`config.mk`:
```
export PLATFORM = sky130hd
export DESIGN_NAME = tri_bbox_scanner
export DESIGN_NICKNAME = d
export VERILOG_FILES = /design/src/rtl/tri_pkg.sv /design/src/rtl/tri_bbox.sv /design/src/rtl/tri_bbox_scanner.sv
export SDC_FILE = /design/constraint.sdc
export NUM_CORES = 1
export LEC_CHECK = 0
export BUFFER_PORTS_ARGS = -buffer_cell sky130_fd_sc_hd__clkbuf_2
export CAP_MARGIN = 25
export CORE_MARGIN = 2
export CORE_UTILIZATION = 35
export DETAILED_ROUTE_END_ITERATION = 8
export SYNTH_ARGS = -nofsm -noshare
export SYNTH_HDL_FRONTEND = slang
export SYNTH_SLANG_ARGS = --single-unit
```
`constraint.sdc`:
```
create_clock -name clk -period 7.19 [get_ports clk]
set_clock_uncertainty 0.05 [all_clocks]
set_input_delay 1.0785 -clock clk [delete_from_list [all_inputs] [get_ports clk]]
set_output_delay 1.0785 -clock clk [all_outputs]
set_load 0.05 [all_outputs]
```
`src/rtl/tri_pkg.sv`:
```
// Shared types and constants for the triangle bounding-box scanner.
// Optional statistics outputs are enabled with the TRI_SCAN_STATS_EN macro.
package tri_pkg;

   localparam int COORD_W      = 11;
   localparam int SCREEN_W_DEF = 640;
   localparam int SCREEN_H_DEF = 480;

   typedef logic [COORD_W-1:0] coord_t;

   typedef struct packed {
      coord_t min_x;
      coord_t max_x;
      coord_t min_y;
      coord_t max_y;
   } bbox_t;

   typedef enum logic [1:0] {
      IDLE  = 2'd0,
      SETUP = 2'd1,
      SCAN  = 2'd2
   } scan_state_t;

   function automatic coord_t min3(input coord_t a, input coord_t b, input coord_t c);
      coord_t m;
      m = (a < b) ? a : b;
      return (c < m) ? c : m;
   endfunction

   function automatic coord_t max3(input coord_t a, input coord_t b, input coord_t c);
      coord_t m;
      m = (a > b) ? a : b;
      return (c > m) ? c : m;
   endfunction

endpackage

```
`src/rtl/tri_bbox.sv`:
```
// One axis of the bounding box: min/max of three coordinates, max clipped
// to LIMIT-1, empty when the whole span lies beyond the screen edge.
module tri_bbox
   import tri_pkg::*;
#(
   parameter int LIMIT = SCREEN_W_DEF
) (
   input  coord_t a_i,
   input  coord_t b_i,
   input  coord_t c_i,
   input  coord_t unused_pad_i,
   output coord_t lo_o,
   output coord_t hi_o,
   output logic   empty_o
);

   localparam coord_t EDGE = coord_t'(LIMIT - 1);

   coord_t raw_hi;
   logic   pad_unused;

   assign pad_unused = |unused_pad_i;
   assign lo_o       = min3(a_i, b_i, c_i);
   assign raw_hi     = max3(a_i, b_i, c_i);
   assign hi_o       = (raw_hi > EDGE) ? EDGE : raw_hi;
   assign empty_o    = (lo_o > EDGE) || (pad_unused && 1'b0);

endmodule

```
`src/rtl/tri_bbox_scanner.sv`:
```
// Accepts a triangle, clips its bounding box to the screen and streams every
// candidate pixel in raster order. Optional stats: TRI_SCAN_STATS_EN.
module tri_bbox_scanner
   import tri_pkg::*;
#(
   parameter int SCREEN_W = SCREEN_W_DEF,
   parameter int SCREEN_H = SCREEN_H_DEF
) (
   input  logic               clk,
   input  logic               rst_n,
   input  logic               tri_valid,
   output logic               tri_ready,
   input  logic [COORD_W-1:0] x1,
   input  logic [COORD_W-1:0] y1,
   input  logic [COORD_W-1:0] x2,
   input  logic [COORD_W-1:0] y2,
   input  logic [COORD_W-1:0] x3,
   input  logic [COORD_W-1:0] y3,
   output logic [COORD_W-1:0] tri_x1,
   output logic [COORD_W-1:0] tri_y1,
   output logic [COORD_W-1:0] tri_x2,
   output logic [COORD_W-1:0] tri_y2,
   output logic [COORD_W-1:0] tri_x3,
   output logic [COORD_W-1:0] tri_y3,
   output logic               pix_valid,
   input  logic               pix_ready,
   output logic [COORD_W-1:0] pix_x,
   output logic [COORD_W-1:0] pix_y,
   output logic               pix_last,
   output logic               busy,
`ifdef TRI_SCAN_STATS_EN
   output logic [2*COORD_W-1:0] pix_count,
   output logic [15:0]          max_stall,
`endif
   output logic               done
);

   scan_state_t state_q, state_d;

   coord_t tx1_q, ty1_q, tx2_q, ty2_q, tx3_q, ty3_q;
   coord_t pix_x_q, pix_x_d, pix_y_q, pix_y_d;
   logic   done_q, done_d;

   bbox_t  box;
   logic   empty_x, empty_y, box_empty;
   logic   accept, pix_hs, at_end;

   // The box is derived from the registered vertices, which stay put until
   // the next acceptance, so it is valid throughout SETUP and SCAN.
   tri_bbox #(.LIMIT(SCREEN_W)) u_bbox_x (
      .a_i(tx1_q), .b_i(tx2_q), .c_i(tx3_q), .unused_pad_i('0),
      .lo_o(box.min_x), .hi_o(box.max_x), .empty_o(empty_x)
   );

   tri_bbox #(.LIMIT(SCREEN_H)) u_bbox_y (
      .a_i(ty1_q), .b_i(ty2_q), .c_i(ty3_q), .unused_pad_i('0),
      .lo_o(box.min_y), .hi_o(box.max_y), .empty_o(empty_y)
   );

   assign box_empty = empty_x || empty_y;
   assign accept    = tri_valid && tri_ready;
   assign pix_hs    = pix_valid && pix_ready;
   assign at_end    = (pix_x_q == box.max_x) && (pix_y_q == box.max_y);

   // State register
   always_ff @(posedge clk or negedge rst_n) begin
      if (!rst_n) state_q <= IDLE;
      else        state_q <= state_d;
   end

   // Next state
   always_comb begin
      state_d = state_q;
      case (state_q)
         IDLE:    if (tri_valid) state_d = SETUP;
         SETUP:   state_d = box_empty ? IDLE : SCAN;
         SCAN:    if (pix_ready && at_end) state_d = IDLE;
         default: state_d = IDLE;
      endcase
   end

   // FSM outputs
   always_comb begin
      tri_ready = (state_q == IDLE);
      busy      = (state_q != IDLE);
      pix_valid = (state_q == SCAN);
      pix_last  = (state_q == SCAN) && at_end;
   end

   // Pixel walk
   always_comb begin
      pix_x_d = pix_x_q;
      pix_y_d = pix_y_q;
      done_d  = 1'b0;
      case (state_q)
         SETUP: begin
            if (box_empty) begin
               done_d = 1'b1;
            end else begin
               pix_x_d = box.min_x;
               pix_y_d = box.min_y;
            end
         end
         SCAN: begin
            if (pix_hs) begin
               if (at_end) begin
                  done_d = 1'b1;
               end else if (pix_x_q == box.max_x) begin
                  pix_x_d = box.min_x;
                  pix_y_d = pix_y_q + coord_t'(1);
               end else begin
                  pix_x_d = pix_x_q + coord_t'(1);
               end
            end
         end
         default: ;
      endcase
   end

   always_ff @(posedge clk or negedge rst_n) begin
      if (!rst_n) begin
         tx1_q   <= '0;
         ty1_q   <= '0;
         tx2_q   <= '0;
         ty2_q   <= '0;
         tx3_q   <= '0;
         ty3_q   <= '0;
         pix_x_q <= '0;
         pix_y_q <= '0;
         done_q  <= 1'b0;
      end else begin
         if (accept) begin
            tx1_q <= x1;
            ty1_q <= y1;
            tx2_q <= x2;
            ty2_q <= y2;
            tx3_q <= x3;
            ty3_q <= y3;
         end
         pix_x_q <= pix_x_d;
         pix_y_q <= pix_y_d;
         done_q  <= done_d;
      end
   end

   assign tri_x1 = tx1_q;
   assign tri_y1 = ty1_q;
   assign tri_x2 = tx2_q;
   assign tri_y2 = ty2_q;
   assign tri_x3 = tx3_q;
   assign tri_y3 = ty3_q;
   assign pix_x  = pix_x_q;
   assign pix_y  = pix_y_q;
   assign done   = done_q;

`ifdef TRI_SCAN_STATS_EN
   logic [2*COORD_W-1:0] cnt_q, cnt_d;
   logic [15:0]          run_q, run_d, max_q, max_d, run_inc;
   logic                 stall;

   assign stall   = pix_valid && !pix_ready;
   assign run_inc = (run_q == 16'hFFFF) ? run_q : run_q + 16'd1;

   always_comb begin
      cnt_d = cnt_q;
      run_d = run_q;
      max_d = max_q;
      if (accept) begin
         cnt_d = '0;
         run_d = '0;
         max_d = '0;
      end else begin
         if (pix_hs) cnt_d = cnt_q + 1'b1;
         if (stall) begin
            run_d = run_inc;
            if (run_inc > max_q) max_d = run_inc;
         end else begin
            run_d = '0;
         end
      end
   end

   always_ff @(posedge clk or negedge rst_n) begin
      if (!rst_n) begin
         cnt_q <= '0;
         run_q <= '0;
         max_q <= '0;
      end else begin
         cnt_q <= cnt_d;
         run_q <= run_d;
         max_q <= max_d;
      end
   end

   assign pix_count = cnt_q;
   assign max_stall = max_q;
`endif

endmodule

```
# After elaboration in Yosys (flattened, before gate mapping)
# Cells that the tools add are included.
dict set report classes {
  reduce_logical 12
  n_addsub 2
  n_mul 0
  shift 0
  mux 28
  magnitude_cmp 12
  n_eq_ne 10
  n_bitwise 0
  n_div 0
}
# op count
set ops {}
lappend ops {{2-to-1 mux 11 bit} 18}
lappend ops {{greater-than comparator 11 bit} 4}
lappend ops {{less-than comparator 11 bit} 4}
lappend ops {{one-hot mux 11 bit (2 select lines)} 2}
lappend ops {{adder 11 x 1 -> 11 bit (second input constant)} 2}
lappend ops {{== test 11 bit} 2}
lappend ops {{greater-than comparator 11 x 10 -> 1 bit (second input constant)} 2}
lappend ops {{greater-than comparator 11 x 9 -> 1 bit (second input constant)} 2}
lappend ops {{2-to-1 mux 2 bit} 3}
lappend ops {{inequality test 2 x 1 -> 1 bit (second input constant)} 3}
lappend ops {{inequality test 2 bit (second input constant)} 3}
lappend ops {{one-hot mux 2 bit (3 select lines)} 1}
lappend ops {{logical AND 1 bit} 5}
lappend ops {{AND reduction 5 bit} 1}
lappend ops {{AND reduction 4 bit} 1}
lappend ops {{nonzero test 2 bit} 2}
lappend ops {{2-to-1 mux 1 bit} 3}
lappend ops {{== test 2 x 1 -> 1 bit (second input constant)} 1}
lappend ops {{== test 2 bit (second input constant)} 1}
lappend ops {{logical NOT 2 bit} 1}
lappend ops {{one-hot mux 1 bit (2 select lines)} 1}
lappend ops {{AND reduction 2 bit} 1}
lappend ops {{logical OR 1 bit} 1}
dict set report totals {
  rom_bits 0
  latch_bits 0
  mem_bits_rw 0
  n_memories 0
  register_bits 91
  wordCells 74
  inputBits 70
  out_inout_bits 93
}

# Longest topological paths before layout
# Gate-level depths: netlist of run 1.
dict set report logic_depth {
  depth_word 11
  ltp_mapped 25
  ltp_nobuf 21
}

# Cells and area by module
# Synthesis of run 1 repeated with hierarchy kept, for this count alone.
dict set report hier_totals {
  cells_unflattened 799
  area_unflattened_um2 7484.7
}
# mod seq_area_each_um2 n_inst area_each_um2 cells_each
set by_module_without_submodules {}
lappend by_module_without_submodules {tri_bbox_scanner 2277.2 1 4327.9 361}
lappend by_module_without_submodules {{tri_bbox at u_bbox_y} 0.0 1 1596.5 224}
lappend by_module_without_submodules {{tri_bbox at u_bbox_x} 0.0 1 1560.2 214}

# Worst setup path before layout of run 1
# No wires, ideal clock.
dict set report synth_path {
  path_type {flip-flop to output port}
  start {register ty2_q[5], in the netlist tri_y2[5]}
  end {output pix_last}
  arrival_ns 6.228
  path_buffers 1
  slack_ns -0.166
  stages_incl_launch_ff 20
  t_required_ns 6.062
  cell_sequence {dfrtp_1 -> inv_1 -> ha_1 -> nand4_1 -> a211oi_2 -> a2111oi_2 -> nor2_1 -> clkbuf_1 -> a21oi_1 -> ha_1 -> a21oi_2 -> o21ai_1 -> a2111oi_4 -> o22ai_1 -> o22ai_2 -> nand2_1 -> or4_1 -> a32o_1 -> or3_4 -> nor3_1}
}
dict set report synth_between {
  elab_chain_len 9
}
# item line
set synth_lines {}
lappend synth_lines {{start: declaration} tri_bbox_scanner.sv:40} ;# coord_t tx1_q, ty1_q, tx2_q, ty2_q, tx3_q, ty3_q;
lappend synth_lines {{start signal: assignment} tri_bbox_scanner.sv:136} ;# ty2_q <= y2;
lappend synth_lines {{greater-than comparator 11 bit} tri_pkg.sv:32} ;# m = (a > b) ? a : b;
lappend synth_lines {{2-to-1 mux 11 bit (*)} tri_pkg.sv:32}
lappend synth_lines {{greater-than comparator 11 bit} tri_pkg.sv:33} ;# return (c > m) ? c : m;
lappend synth_lines {{2-to-1 mux 11 bit (*)} tri_pkg.sv:33}
lappend synth_lines {{greater-than comparator 11 x 9 -> 1 bit} tri_bbox.sv:25} ;# assign hi_o = (raw_hi > EDGE) ? EDGE : raw_hi;
lappend synth_lines {{2-to-1 mux 11 bit (*)} tri_bbox.sv:25}
lappend synth_lines {{== test 11 bit (*)} tri_bbox_scanner.sv:63} ;# assign at_end = (pix_x_q == box.max_x) && (pix_y_q == box.max_y);
lappend synth_lines {{logical AND 1 bit (*)} tri_bbox_scanner.sv:63}
lappend synth_lines {{logical AND 1 bit (*)} tri_bbox_scanner.sv:87} ;# pix_last = (state_q == SCAN) && at_end;
lappend synth_lines {{end: declaration} tri_bbox_scanner.sv:29} ;# output logic pix_last,
# Mark *: on every way between the ends. The rest lies on a longest branch, timed or not.

# Worst setup path after layout of run 1
# Ends and elaborated chain as after synthesis.

==> results of run 1 <==
-- cells by family (layout without fill, tap and decap cells) --
kind of cell | count (synthesis) | count (layout) | synth area share, %
buffers and inverters | 91 | 246 | 4.868
flip-flops | 91 | 91 | 29.73
adder cells (fa/ha/maj) | 69 | 69 | 11.27
XOR/XNOR | 10 | 10 | 1.144
AO/OA/AOI/OAI | 271 | 272 | 24.57
AND/OR/NAND/NOR | 247 | 247 | 16.14
multiplexers | 85 | 85 | 12.27
-- placed cells by master, fill, tap and decap left out, types with 6 or more instances in the layout --
| cell | netlist | final |
|---|---|---|
| a211oi_1 | 9 | 8 |
| a21o_1 | 6 | 6 |
| a21oi_1 | 95 | 94 |
| a31oi_1 | 7 | 7 |
| and2_1 | 11 | 11 |
| and4_1 | 7 | 7 |
| buf_4 | 2 | 20 |
| clkbuf_16 | 0 | 9 |
| clkbuf_2 | 0 | 160 |
| dfrtp_1 | 91 | 91 |
| ha_1 | 69 | 69 |
| inv_1 | 48 | 48 |
| mux2_2 | 71 | 71 |
| mux2i_1 | 14 | 14 |
| nand2_1 | 53 | 52 |
| nand3_1 | 25 | 25 |
| nand3b_1 | 7 | 7 |
| nand4_1 | 15 | 15 |
| nor2_1 | 70 | 68 |
| nor3_1 | 20 | 18 |
| o211ai_1 | 6 | 6 |
| o21ai_0 | 39 | 39 |
| o21ai_1 | 6 | 6 |
| o22ai_1 | 16 | 16 |
| or3_1 | 9 | 8 |
| xnor2_1 | 7 | 7 |
-- layer usage --
metal | up-vias | wire (um) | track usage [%]
met1 | 3545 | 10880 | 26.99
li1 | 3563 | - | -
met3 | 36 | 1152 | 3.109
met5 | - | 0 | 0
met2 | 268 | 12240 | 37.15
met4 | 0 | 516 | 6.231
-- registers in the layout (all words and copies together), names as in the netlist --
register and flops:
tri_y3 11, tri_x1 11, done 1, tri_x2 11, pix_x 11, tri_x3 11
tri_y2 11, state_q 2, pix_y 11, tri_y1 11
-- layout make-up --
cell class	count	share of cell area, %
multi-input combinational	683	55.60
inverter	48	1.964
timing repair buffer	183	10.93
sequential	91	24.83
clock inverter	2	0.1364
tap	280	3.819
clock buffer	13	2.728
-- timing repair --
item                                    CTS  global route
endpoints found under the setup margin    1             1
gates resized for setup                   1            10
gates cloned                              0             1
buffers inserted                          0             2
pin swaps                                 0             2
-- worst min-delay path by stage --
stage	startpoint	endpoint	slack [ps]	depth (start not counted)
floorplan	state_q[0]$_DFFE_PN0P_	state_q[0]$_DFFE_PN0P_	470	2
global placement	tri_y2[8]$_DFFE_PN0P_	tri_y2[8]$_DFFE_PN0P_	470	1
detailed placement	tri_y2[8]$_DFFE_PN0P_	tri_y2[8]$_DFFE_PN0P_	470	1
CTS	tri_y2[8]$_DFFE_PN0P_	tri_y2[8]$_DFFE_PN0P_	480	1
global route	tri_y2[8]$_DFFE_PN0P_	tri_y2[8]$_DFFE_PN0P_	490	1
finish	tri_y2[8]$_DFFE_PN0P_	tri_y2[8]$_DFFE_PN0P_	480	1
-- metrics by stage --
stage | setup TNS (ps) | std cells | setup WS [ps]
after detailed placement | 0 | 1282 | 390.5
after floorplan | 0 | 864 | 286.8
final | 0 | 1300 | 250.8
after CTS | 0 | 1297 | 14.60
after global routing | -31.10 | 1300 | -31.10
after global placement | 0 | 1282 | 431.7
==> reports/results.ini, run 1 <==
[run_status]
status=complete, no violations

[worst_setup_path]
rr_startpoint=tri_x2[6]$_DFFE_PN0P_
slowest_delay_ps=590
worstPathCellList=inv_1 -> ha_1 -> nand4_1 -> a211oi_2 -> a2111o_2 -> a21oi_1 -> a21oi_1 -> ha_1 -> nand4_1 -> a211oi_4 -> a2111o_1 -> nand2_1 -> o22ai_2 -> nand2_1 -> or4_1 -> a32o_1 -> or3_4 -> nor3_2 -> buf_12
crit_start=tri_y2[5]$_DFFE_PN0P_
required_ps=6060
critPathSlowestCell=a2111o_2
crit_family=compound AO/OA/AOI/OAI gates
cp-end-kind=output pin
r2r-end=pix_x[3]$_DFFE_PN0P_
crit_cells=19
crit_path_max_fanout=11
critPathArrivalTime_ps=5810
criticalPathCategory=flop to output pin
critPathCapture=pix_last
start_kind=flop
cp_num_buf_inv=2
reg2reg_depth=23
r2r_setup_slack_ps=990

[yosys]
ys_ff_latch=91
synth.distinct_cells=81
async_flop_share_pct=100.0
synth_edf_count=0
postSynthCellCount=864
yosysSeqAreaShare_pct=29.73
avgSynthCellArea_sq_um=8.864
yosysMostFrequentCell=a21oi_1
yosysTopAreaCell=dfrtp_1
syn_area_sq_mm=0.007659
synthFlopType=dfrtp_1
netlist_top_cells_count=95 x a21oi_1, 91 x dfrtp_1, 71 x mux2_2, 70 x nor2_1, 69 x ha_1
synth_top_cell_area_share_pct=29.73
ys_warn_count=0
syn-num-nets=1003
yosys-top-cells-area=dfrtp_1 30%, ha_1 11%, mux2_2 10%

[clock_tree]
clock_sinks=91
cts.clk_slew.worst_paths_ps=60
cts_hold_buf=0
numCtsBuffers=9
clk-insertion-delay-late_ps=360
cts_buffer_depth=2
cts-htree-levels=3
ctsRootBufferMaster=clkbuf_16
cts_tree=yes

[floorplanning]
fp-row-count=54
start_util_pct=35.42
io_pins=163
fp.dieArea_sq_mm=0.02308
core_sq_mm=0.02162
die_w_um=151.9
die_h_um=151.9

[detailed_routing]
drt_iter0_drc=548
drt_pass1_iterations=5
drc_errors=0
vias=7412
drt-vias-per-instance=5.702
wl_per_cell_um=19.06
ant_nets=0
wl_um=24780

[hold_path]
holdCritPathClass=flop to flop

[final_layout]
multiInputGateArea_sq_mm=0.005100
fillers=2207
area_growth_pct=19.77
drive_gt1_share_pct=30.10
fin_area_sq_mm=0.009173
regArea_sq_mm=0.002277
fin_util_pct=42.42
diodes=0
fin_nets=1155

[timing]
finalHoldViolations=0
finalSetupViolCount=0
tightest_slew_ps=950.5
post-route-period-util_pct=96.51
max_slew_margin_pct=36.64
drv_slew=0
maxClockFrequency_mhz=144.1
min_period_ps=6939
hold_ws_ps=481.2

[placement]
dpl_cell_area_sq_mm=0.008818
gp_congestion=0.9417
post-dp-hpwl_um=19360
io_buffers=162

[grt]
grt_antenna_before_repair=0
grt_overflow=0
grt_pass1_wl_um=39210
grt_max_degree=67
grt_pass1_vias=7182
track_usage_pct=21.17

[flow_run]
maxCapViolCount=0

Power of run 1 is left out: the tool's default activity adds up to more than one toggle a clock period on the data nets, which glitch-free logic cannot reach.
==> run 2, diff against run 1 <==
- CORE_MARGIN: 2 -> default
==> run 2 against run 1 <==
Against the previous run:
- fmax grew 1.3%
- via count about the same
- first-iteration DRC count increased by 1.3%
- final area is essentially flat
- non-clock buffer count shrank 2
- worst hold slack improved by 2.9 ps
- global-route usage rose by 1.3 points
- sequential share of layout area hardly changed
- register-to-register slack better by 100 ps
==> reports/results.ini, run 2 (same netlist as run 1, synthesis figures left out) <==
[worst_setup_path]
cp-end-kind=output pin
crit_path_max_fanout=11
start_kind=flop
critPathArrivalTime_ps=5720
required_ps=6060
criticalPathCategory=flop to output pin
reg2reg_depth=22

[final_layout]
final_cell_mix=160 x clkbuf_2, 94 x a21oi_1, 91 x dfrtp_1
fin_util_pct=43.24
fillers=2117
diodes=0
regArea_sq_mm=0.002277
drive_gt1_share_pct=30.13
multiInputGateArea_sq_mm=0.005084
fin_nets=1153
layout_commonest_cell=clkbuf_2
area_growth_pct=19.82

[detailed_routing]
route.met3.wl_um=1453
wl_um=24990
wl_per_cell_um=19.31
ant_nets=0
route.met2.wl_um=12330
drt-vias-per-instance=5.733
drt_pass1_iterations=7
vias=7419
drc_errors=0
wl_met1_um=10480
highest_layer=met4
drt_iter0_drc=555

[timing]
finalHoldViolations=0
max_slew_margin_pct=32.16
post-route-period-util_pct=95.32
min_period_ps=6853
drv_slew=0
maxClockFrequency_mhz=145.9
setup-tns-final_ps=0
tightest_slew_ps=991.9
finalSetupViolCount=0
hold_ws_ps=484.2

[flow_run]
maxCapViolCount=0

[grt]
grt_pass1_wl_um=38800
track_usage_pct=22.51
grt_overflow=0
grt_pass1_vias=7102
grt_max_degree=67
grt_antenna_before_repair=0

[clock_tree]
cts_tree=yes
cts_buffer_depth=2
cts_setup_buffers=0
cts-htree-levels=3
clk-insertion-delay-late_ps=350
numCtsBuffers=9
cts.clk_slew.worst_paths_ps=70
ctsRootBufferMaster=clkbuf_16
cts_hold_buf=0
clock_sinks=91
cts_resized=0

[hold_path]
holdCritPathClass=flop to flop
holdPathStages=1

[floorplanning]
io_pins=163
fp.dieArea_sq_mm=0.02248
core_sq_mm=0.02122
die_h_um=149.9
die_w_um=149.9
fp-row-count=53
start_util_pct=36.09

[run_status]
status=complete, no violations

[placement]
io_buffers=162
post-dp-hpwl_um=19380
gp_congestion=0.9059

-- run 2: stage by stage --
stage / std cells / setup WS (ps) / area (sq um)
after floorplan: 864 / 286.8 / 7664
after global placement: 1277 / 551.6 / 8807
after detailed placement: 1277 / 453.8 / 8807
after CTS: 1293 / 46.73 / 9124
after global routing: 1294 / -4.376 / 9176
final: 1294 / 336.8 / 9176
-- run 2: layout make-up --
class | count | area share, %
repair buffers | 181 | 10.62
inverters | 48 | 1.963
clock buffers | 10 | 2.495
flip-flops and latches | 91 | 24.82
multi-input cells | 683 | 55.40
clock inverters | 6 | 0.9545
well taps | 275 | 3.750
-- run 2: metal layers --
| layer | GRT usage, % | vias up |
|---|---|---|
| met4 | 8.232 | 0 |
| met5 | 0 | - |
| met2 | 39.35 | 289 |
| li1 | - | 3561 |
| met3 | 3.750 | 41 |
| met1 | 27.60 | 3528 |
-- run 2: path summary, 6_finish.rpt --
| check | startpoint | to | slack (ps) |
|---|---|---|---|
| setup / recovery | tri_y2[2]$_DFFE_PN0P_ | pix_last | 340 |
| min in group asynchronous | rst_n | tri_y2[4]$_DFFE_PN0P_ | 680 |
| setup reg to reg | tri_x2[7]$_DFFE_PN0P_ | pix_x[3]$_DFFE_PN0P_ | 1090 |
| hold reg to reg | tri_y2[4]$_DFFE_PN0P_ | tri_y2[4]$_DFFE_PN0P_ | 480 |
| hold / removal | tri_y2[4]$_DFFE_PN0P_ | tri_y2[4]$_DFFE_PN0P_ | 480 |
| max in group asynchronous | rst_n | tri_x3[4]$_DFFE_PN0P_ | 5390 |
-- run 2: worst max-delay path, stage by stage (launching register included) --
cell	delay (ps)
dfrtp_1	430
inv_1	120
ha_1	320
a21oi_1	190
a211oi_2	120
a2111o_2	590
a21oi_1	270
a21oi_1	90
ha_1	340
nand4_1	200
a211oi_4	330
a2111o_1	180
nand2_1	140
buf_4	210
o22ai_1	340
nor4b_1	340
a32oi_1	90
a32o_1	250
or3_4	440
nor3_4	210
buf_12	170
Power of run 2 is left out for the same reason.
